--- config.mk ---
export PLATFORM = sky130hd
export DESIGN_NAME = iob_fifo_asym_w_big_ctrl
export DESIGN_NICKNAME = d
export VERILOG_FILES = /design/src/rtl/iob_fifo_asym_w_big_ctrl.sv
export SDC_FILE = /design/constraint.sdc
export NUM_CORES = 1
export LEC_CHECK = 0
export BUFFER_PORTS_ARGS = -buffer_cell sky130_fd_sc_hd__buf_2
export CAP_MARGIN = 25
export CORE_UTILIZATION = 30
export CTS_BUF_LIST = sky130_fd_sc_hd__clkbuf_2 sky130_fd_sc_hd__clkbuf_4 sky130_fd_sc_hd__clkbuf_8
export CTS_CLUSTER_DIAMETER = 200
export CTS_CLUSTER_SIZE = 25
export DETAILED_ROUTE_END_ITERATION = 16
export GPL_ROUTABILITY_DRIVEN = 0
export HOLD_SLACK_MARGIN = 0.1
export SETUP_SLACK_MARGIN = 0.15
export SYNTH_ARGS = -nofsm -noshare
export SYNTH_HDL_FRONTEND = slang
export SYNTH_SLANG_ARGS = --single-unit
export TNS_END_PERCENT = 100
--- constraint.sdc ---
create_clock -name clk -period 5.1 [get_ports clk]
set_input_delay 0.255 -clock clk [delete_from_list [all_inputs] [get_ports clk]]
set_output_delay 0.255 -clock clk [all_outputs]
set_load 0.05 [all_outputs]
--- src/rtl/iob_fifo_asym_w_big_ctrl.sv ---
// iob_fifo_asym_w_big_ctrl: control logic for a FIFO that stores W_DATA_W-bit words and returns them as R_DATA_W-bit slices.
// Ports:
//   clk, rst_n           clock and asynchronous active-low reset
//   clr                  synchronous clear of pointers, level and sticky flags
//   push, push_data      write one wide word; full means fewer than RATIO free narrow slots
//   pop, pop_data        read one narrow word; pop_data is valid when pop_valid is high
//   empty, level         narrow-word occupancy
//   overflow, underflow  sticky error flags
//   mem_w_*              wide write port of the external memory
//   mem_r_*              narrow read port of the external memory (1-cycle read latency)
module iob_fifo_asym_w_big_ctrl #(
  parameter  int W_DATA_W = 16,
  parameter  int R_DATA_W = 8,
  parameter  int W_ADDR_W = 6,
  localparam int RATIO    = W_DATA_W / R_DATA_W,
  localparam int LOG2R    = $clog2(RATIO),
  localparam int R_ADDR_W = W_ADDR_W + LOG2R,
  localparam int DEPTH_R  = 2 ** R_ADDR_W
) (
  input  logic                clk,
  input  logic                rst_n,
  input  logic                clr,
  input  logic                push,
  input  logic [W_DATA_W-1:0] push_data,
  output logic                full,
  input  logic                pop,
  output logic [R_DATA_W-1:0] pop_data,
  output logic                pop_valid,
  output logic                empty,
  output logic [R_ADDR_W:0]   level,
  output logic                overflow,
  output logic                underflow,
  output logic                mem_w_en,
  output logic [W_ADDR_W-1:0] mem_w_addr,
  output logic [W_DATA_W-1:0] mem_w_data,
  output logic                mem_r_en,
  output logic [R_ADDR_W-1:0] mem_r_addr,
  input  logic [R_DATA_W-1:0] mem_r_data
);
  localparam logic [R_ADDR_W:0] FULL_TH = (R_ADDR_W + 1)'(DEPTH_R - RATIO);
  logic [W_ADDR_W:0] wptr_q, wptr_d;
  logic [R_ADDR_W:0] rptr_q, rptr_d, level_q, level_d;
  logic              pop_valid_q, pop_valid_d;
  logic              overflow_q, overflow_d;
  logic              underflow_q, underflow_d;
  logic              push_ok, pop_ok;
  assign full      = level_q > FULL_TH;
  assign empty     = level_q == '0;
  assign level     = level_q;
  assign pop_valid = pop_valid_q;
  assign overflow  = overflow_q;
  assign underflow = underflow_q;
  assign pop_data  = mem_r_data;
  always_comb begin
    // rst_n gating keeps the memory strobes quiet while reset is held
    push_ok     = rst_n && push && !full && !clr;
    pop_ok      = rst_n && pop && !empty && !clr;
    wptr_d      = clr ? '0 : wptr_q + (W_ADDR_W + 1)'(push_ok);
    rptr_d      = clr ? '0 : rptr_q + (R_ADDR_W + 1)'(pop_ok);
    // write pointer scaled to narrow units; modular subtraction absorbs wrap
    level_d     = ((R_ADDR_W + 1)'(wptr_d) << LOG2R) - rptr_d;
    pop_valid_d = pop_ok;
    overflow_d  = !clr && (overflow_q || (push && full));
    underflow_d = !clr && (underflow_q || (pop && empty));
    mem_w_en    = push_ok;
    mem_w_addr  = wptr_q[W_ADDR_W-1:0];
    mem_w_data  = push_data;
    mem_r_en    = pop_ok;
    mem_r_addr  = rptr_q[R_ADDR_W-1:0];
  end
  always_ff @(posedge clk or negedge rst_n) begin
    if (!rst_n) begin
      wptr_q      <= '0;
      rptr_q      <= '0;
      level_q     <= '0;
      pop_valid_q <= 1'b0;
      overflow_q  <= 1'b0;
      underflow_q <= 1'b0;
    end else begin
      wptr_q      <= wptr_d;
      rptr_q      <= rptr_d;
      level_q     <= level_d;
      pop_valid_q <= pop_valid_d;
      overflow_q  <= overflow_d;
      underflow_q <= underflow_d;
    end
  end
endmodule

Word level (Yosys, flattened, before mapping)
Cells that the tools add are included.
{ "classes": {"order_cmp": 1, "n_eq_ne": 0, "n_mux": 2, "n_shift": 0, "n_bitwise": 0, "mul": 0, "n_addsub": 3, "div_mod_pow": 0, "reduce_logical": 16} }
{ "ops": {"columns": ["operator", "count"], "rows": [
  ["$logic_and A1 B1 Y1", 10],
  ["$add A8 B1 Y8", 1],
  ["$gt A8 B7 Y1 const B", 1],
  ["$logic_not A8 Y1", 1],
  ["$mux W8", 1],
  ["$sub A8 B8 Y8", 1],
  ["$add A7 B1 Y7", 1],
  ["$mux W7", 1],
  ["$logic_not A1 Y1", 3],
  ["$logic_or A1 B1 Y1", 2]
]} }
{ "totals": {"ram_bits": 0, "mem_bits_ro": 0, "register_bits": 26, "latchBits": 0, "word_cells": 28, "n_memories": 0} }

Depth between registers and ports, before layout
{ "depth": {"word_depth": 7, "ltp_mapped": 15} }

Worst setup path before layout
No wires, ideal clock.
{ "synth_path": {"path_type": "register -> register", "from": "reg level_q[2] (netlist: level[2])", "to": "reg level_q[7] (netlist: level[7])", "n_path_buf": 0, "path_slack_ps": 193, "stages_incl_launch_ff": 15, "t_arrival_ps": 4778, "t_required_ps": 4971, "path_cell_list": "dfrtp_1 or4_1 nor2_1 nor4bb_1 ha_1 ha_1 nand3_1 xor2_1 or2_1 ha_1 a21oi_1 o21bai_1 a21oi_1 o21ai_0 xor2_1"} }
{ "synth_via": {"elab_chain_cells": 7, "word_cells_on_any_way": 13, "classes_between": "add/sub (3); order compare (1); mux (2); reduce/logical (7)"} }
{ "synth_lines": {"columns": ["element", "line_no", "rtl"], "rows": [
  ["from (decl)", "42", "logic [R_ADDR_W:0] rptr_q, rptr_d, level_q, level_d;"],
  ["from (signal assigned)", "82", "level_q <= level_d;"],
  ["$logic_not A8 Y1", "48", "assign empty = level_q == '0;"],
  ["via empty", "29", "output logic empty,"],
  ["$logic_not A1 Y1", "57", "pop_ok = rst_n && pop && !empty && !clr;"],
  ["$logic_and A1 B1 Y1 (2 in series)", "57", null],
  ["via mem_r_en", "36", "output logic mem_r_en,"],
  ["$add A8 B1 Y8", "59", "rptr_d = clr ? '0 : rptr_q + (R_ADDR_W + 1)'(pop_ok);"],
  ["$mux W8", "59", null],
  ["$sub A8 B8 Y8", "61", "level_d = ((R_ADDR_W + 1)'(wptr_d) << LOG2R) - rptr_d;"],
  ["via level_d[7]", "42", null]
]} }
The timed path passes the listed nets, and every way through them passes these cells.

Worst setup path in the final report
{ "layout_path": {"from": "in rst_n", "to": "reg level_q[7] (netlist: level[7])"} }
{ "layout_via": {"elab_chain_cells": 6, "word_cells_on_any_way": 11, "classes_between": "add/sub (3); mux (2); reduce/logical (6)"} }
{ "layout_lines": {"columns": ["element", "line_no", "rtl"], "rows": [
  ["from (decl)", "21", "input logic rst_n,"],
  ["$logic_and A1 B1 Y1, on equally long branches (3 in series)", "57, 56", null],
  ["$add A8 B1 Y8 / $add A7 B1 Y7 (equally long branches)", "59, 58", null],
  ["$mux W8 / $mux W7 (equally long branches)", "59, 58", null],
  ["$sub A8 B8 Y8 (*)", "61", null],
  ["via level_d[7]", "42", null]
]} }
Mark *: on every way through the listed nets, which the timed path passes. The rest lies on a longest branch.

==> impl.org <==
** Outcome
- Result of the run :: finished clean

** Global route
- Remaining global-route overflow :: 0
- Vias in the first global route :: around 950
- The number of antenna violations at the first check in global routing is 0.
- Global router's overall resource usage :: 0.1061
- Global-route wire length before repair :: 4.360 mm
- Maximum number of pins on one net before global-route repair :: 28

** Critical path
- Count of buffering cells on the critical path with inverters included :: 2
- Worst setup EP type :: flip-flop
- Across all register-to-register paths, the minimum setup slack is between 1.5 and 2 ns.
- For the worst flop-to-flop path, the logic depth is 14.
- On the critical path, the stage with the largest delay is an instance of sky130_fd_sc_hd__dlygate4sd3_1.
- Counting buffers and inverters, the worst setup path is 14 cells deep.
- The critical path goes through dlygate4sd3_1 -> buf_2 -> nor4bb_1 -> ha_1 -> ha_1 -> nand3_1 -> xor2_1 -> or2_1 -> ha_1 -> a21oi_1 -> o21bai_1 -> a21oi_1 -> o21ai_0 -> xor2_1.
- STA puts the critical path data required time at 5.25 ns.
- At the worst endpoint, the arrival time is around 3.8 ns.
- In this design, the critical path's most frequently occurring cell is sky130_fd_sc_hd__ha_1.
- Top fanout value on the critical path :: 27
- Start of the worst register-to-register path :: level[6]
- The setup path with the least slack is of type input port to flip-flop.
- Cell family with most CP delay :: buffers and inverters
- Biggest cell delay along the critical path :: 0.52 ns
- Reg-to-reg endpoint :: level[7]
- The worst setup path is launched from an input port.

** Layout
- Design area :: 0.001614 mm²
- In the layout the commonest cells are 32 x sky130_fd_sc_hd__buf_2, 25 x sky130_fd_sc_hd__dfrtp_1, 12 x sky130_fd_sc_hd__nor2_1, 11 x sky130_fd_sc_hd__inv_1, 10 x sky130_fd_sc_hd__ha_1.
- The repair_antennas step left the layout with diodes totalling 0.
- Most common cell after layout, fill and taps aside :: sky130_fd_sc_hd__buf_2
- Net count, final :: 202
- Of the cells placed in the final design, the portion with a size suffix greater than 1 is 0.2484.
- In the final layout, the multi-input gates occupy 643.1 µm².
- Relative to the synthesized area, the layout overhead comes to 0.6242%.
- Filler cell count in the final layout :: 573
- Register cell area after layout :: between 600 and 700 µm²

** Synthesis
- Seq/Total Area, Yosys :: 0.3900
- Area of the mapped netlist :: about 0.0016 mm²
- Synthesis produced between 150 and 200 cells.
- Xor/xnor share of the synthesized area :: 0.08190
- Synth Warn # :: 0
- The synthesized-area fraction occupied by ao, oa, aoi and oai cells is 0.05928.
- In this run, synthesis produced a sequential element count of 25.
- Of the total synthesized cell area, the portion taken by AND, OR, NAND and NOR gates is 0.1529.
- Avg Cell Area, Syn :: around 10 µm²
- The number of nets handed over by synthesis was around 200.
- Combinational family with the most area after synthesis :: buffers and inverters
- Synth cell types :: 32
- Post-synthesis adder-cell area fraction :: 0.09048
- Counting flops with a built-in enable in the synthesized netlist gives 0.
- In the synthesized netlist the dominant register cell turns out to be sky130_fd_sc_hd__dfrtp_1.
- Of all flip-flops after synthesis, the portion carrying an async set or reset was 1.000.
- Mux cell area share after synthesis :: 0.01638

** Die
- Die area :: 0.005643 mm²
- Core Region :: 0.005140 mm²
- The floorplan step set the die height to about 75 µm.
- Effective utilization at floorplan :: 0.3121
- just over 80 I/O pins were placed.
- In this run the horizontal extent of the chip is 75.12 µm.
- After floorplanning, the core was divided into 26 placement rows.

** Clocking
- TritonCTS built the clock tree.
- After clock tree synthesis, the clock-pin slew on the worst setup and hold paths is 0.09 ns.
- Clk Tree Root Cell :: sky130_fd_sc_hd__clkbuf_8
- Clock latency on the worst-skew pair, taken at its later pin, is roughly 0.27 ns.
- CTS built an H-tree with a depth of 1.
- Counting the buffers created by CTS gives 3.
- Counting along the longest clock path gives a buffer depth of 2.
- Post CTS Setup Buffer Count :: 0
- Sinks on the clock net :: 25

** Place
- Port buffering added 32 buffers.
- Pre-CTS setup slack :: around 1.7 ns
- Detailed placement finished with a half-perimeter wire length of 2.118 mm.
- Standard cell area after detailed placement :: roughly 0.0016 mm²

** Timing
- Count of endpoints failing setup in the final report :: 0
- In the final timing run, aggregate negative setup slack is 0 ns.
- The worst path meets setup with roughly 1.5 ns of slack.
- Measured slew at the worst slew-check pin :: slightly below 0.6 ns
- Based on the critical path, the design can be clocked at up to ~280 MHz.
- Unrepaired setup endpoints after global routing :: false
- Dividing the final minimum period by the clock period gives 0.7065.
- Across the routed clock network, the largest skew measured is around 0.0017 ns.
- The worst path in the final design needs a cycle of 3.603 ns, including I/O delays and setup.
- The final hold violation count was 0.
- The number of slew-limit violations in the final report was 0.
- Relative max-transition margin :: 0.6099

** Worst hold path
- Type of the worst min-delay path :: input port to flip-flop
- For hold timing, the worst endpoint is overflow.
- Cell count of the worst hold path :: 3
- Startpoint of the most critical hold path :: push

** Power
- Net switching share of the total power :: 0.3741
- Clock Power Share :: 0.244
- Static Leakage :: around 0.89 nW
- In this run the power density over the cells is around 300 mW/mm².
- The share of total power dissipated in sequential elements is 0.458.
- The share of total power dissipated in combinational logic is 0.298.
- Max IR drop VDD :: around 170 µV
- Power Internal :: between 0.2 and 0.3 mW
- For this design the total switching power over the nets is around 0.18 mW.

** Detailed routing
- The first TritonRoute pass finished after 4 iterations.
- Vias after detailed routing :: 1000
- In this run, the number of DRC markers left after iteration 0 of detailed routing was 66.
- The count of nets left with antenna violations once routing finished came out at 0.
- Final Routed Wirelength :: 2.760 mm
- In the routed layout, each cell is associated on average with a via count of 4.329.
- In the final routed layout, each cell accounts on average for 11.95 µm.
- In the routed design, unresolved DRC markers number 0.

** Job
- The tool flagged a number of max-cap violations equal to 0.
==> through the flow <==
step / std cells / util / total power, mW / hold slack, ns
after detailed placement: 226 / 0.3031 / 0.3668 / 0.2847
after floorplan: 164 / - / 0.3871 / -0.04059
after global routing: 231 / 0.3140 / 0.5051 / 0.2591
final: 231 / 0.3140 / 0.4790 / 0.2386
after CTS: 231 / 0.3140 / 0.4841 / 0.2440
after global placement: 226 / 0.3031 / 0.3662 / 0.2757
==> synthesized netlist by cell type (3+ instances only) <==
| cell type | number | area [µm²] |
|---|---|---|
| sky130_fd_sc_hd__or4_1 | 3 | 22.52 |
| sky130_fd_sc_hd__nor2_1 | 12 | 45.04 |
| sky130_fd_sc_hd__xor2_1 | 8 | 70.07 |
| sky130_fd_sc_hd__nand2b_1 | 3 | 18.77 |
| sky130_fd_sc_hd__nor2b_1 | 4 | 25.02 |
| sky130_fd_sc_hd__nand2_1 | 3 | 11.26 |
| sky130_fd_sc_hd__inv_1 | 11 | 41.29 |
| sky130_fd_sc_hd__a21oi_1 | 7 | 35.03 |
| sky130_fd_sc_hd__nand3_1 | 5 | 25.02 |
| sky130_fd_sc_hd__dfrtp_1 | 25 | 625.6 |
| sky130_fd_sc_hd__ha_1 | 10 | 125.1 |
| sky130_fd_sc_hd__buf_4 | 38 | 285.3 |
| sky130_fd_sc_hd__or2_1 | 4 | 25.02 |
| sky130_fd_sc_hd__xnor2_1 | 7 | 61.31 |
==> power by group through the flow <==
| stage | Clock [mW] | Sequential, mW | Combinational, mW |
|---|---|---|---|
| finish | 0.117 | 0.220 | 0.143 |
| global route | 0.130 | 0.222 | 0.153 |
| CTS | 0.121 | 0.220 | 0.144 |
| detailed placement | 0 | 0.224 | 0.143 |
| global placement | 0 | 0.224 | 0.142 |
| floorplan | 0 | 0.265 | 0.122 |
==> routing by layer <==
| layer | global-route usage | wire length [µm] |
|---|---|---|
| met3 | 0.02811 | 130 |
| met4 | 0.03983 | 31 |
| met2 | 0.1642 | 1225 |
| met5 | 0 | 0 |
| met1 | 0.1420 | 1372 |
==> worst max path at each step <==
stage / from / end
6_report: rst_n / level[7]
5_1_grt: rst_n / level[7]
4_1_cts: rst_n / level[7]
3_5_place_dp: rst_n / level[7]
3_3_place_gp: rst_n / level[7]
2_1_floorplan: level[2] / level[7]
==> tightest hold or removal path, cell delays in order <==
cell	delay, ns
sky130_fd_sc_hd__buf_2	0.09
sky130_fd_sc_hd__a21oi_1	0.05
sky130_fd_sc_hd__nor2_1	0.07
==> registers in the layout (all words and copies together) (netlist names) <==
register,flops
level,8
rptr_q,7
wptr_q,7
overflow,1
pop_valid,1
underflow,1
==> cells by family (layout without fill, tap and decap cells) <==
logic type | Yosys count | after routing
flops | 25 | 25
simple gates | 44 | 44
fa+ha+maj | 11 | 11
compound gates | 16 | 16
buf+inv | 51 | 48
mux | 2 | 2
xor+xnor | 15 | 15
==> layout make-up <==
cell class,instances,share of cell area
multi-input cells,88,0.3984
flip-flops and latches,25,0.3876
clock buffers,3,0.02558
repair buffers,33,0.1054
inverters,11,0.02558
well taps,70,0.05426
clock inverters,1,0.003101
==> timing repair <==
action	4_1_cts	5_1_grt
endpoints found under the hold margin	25	0
hold buffers	1	0
resized for setup	0	0
Power figures use the tool's default switching activity.
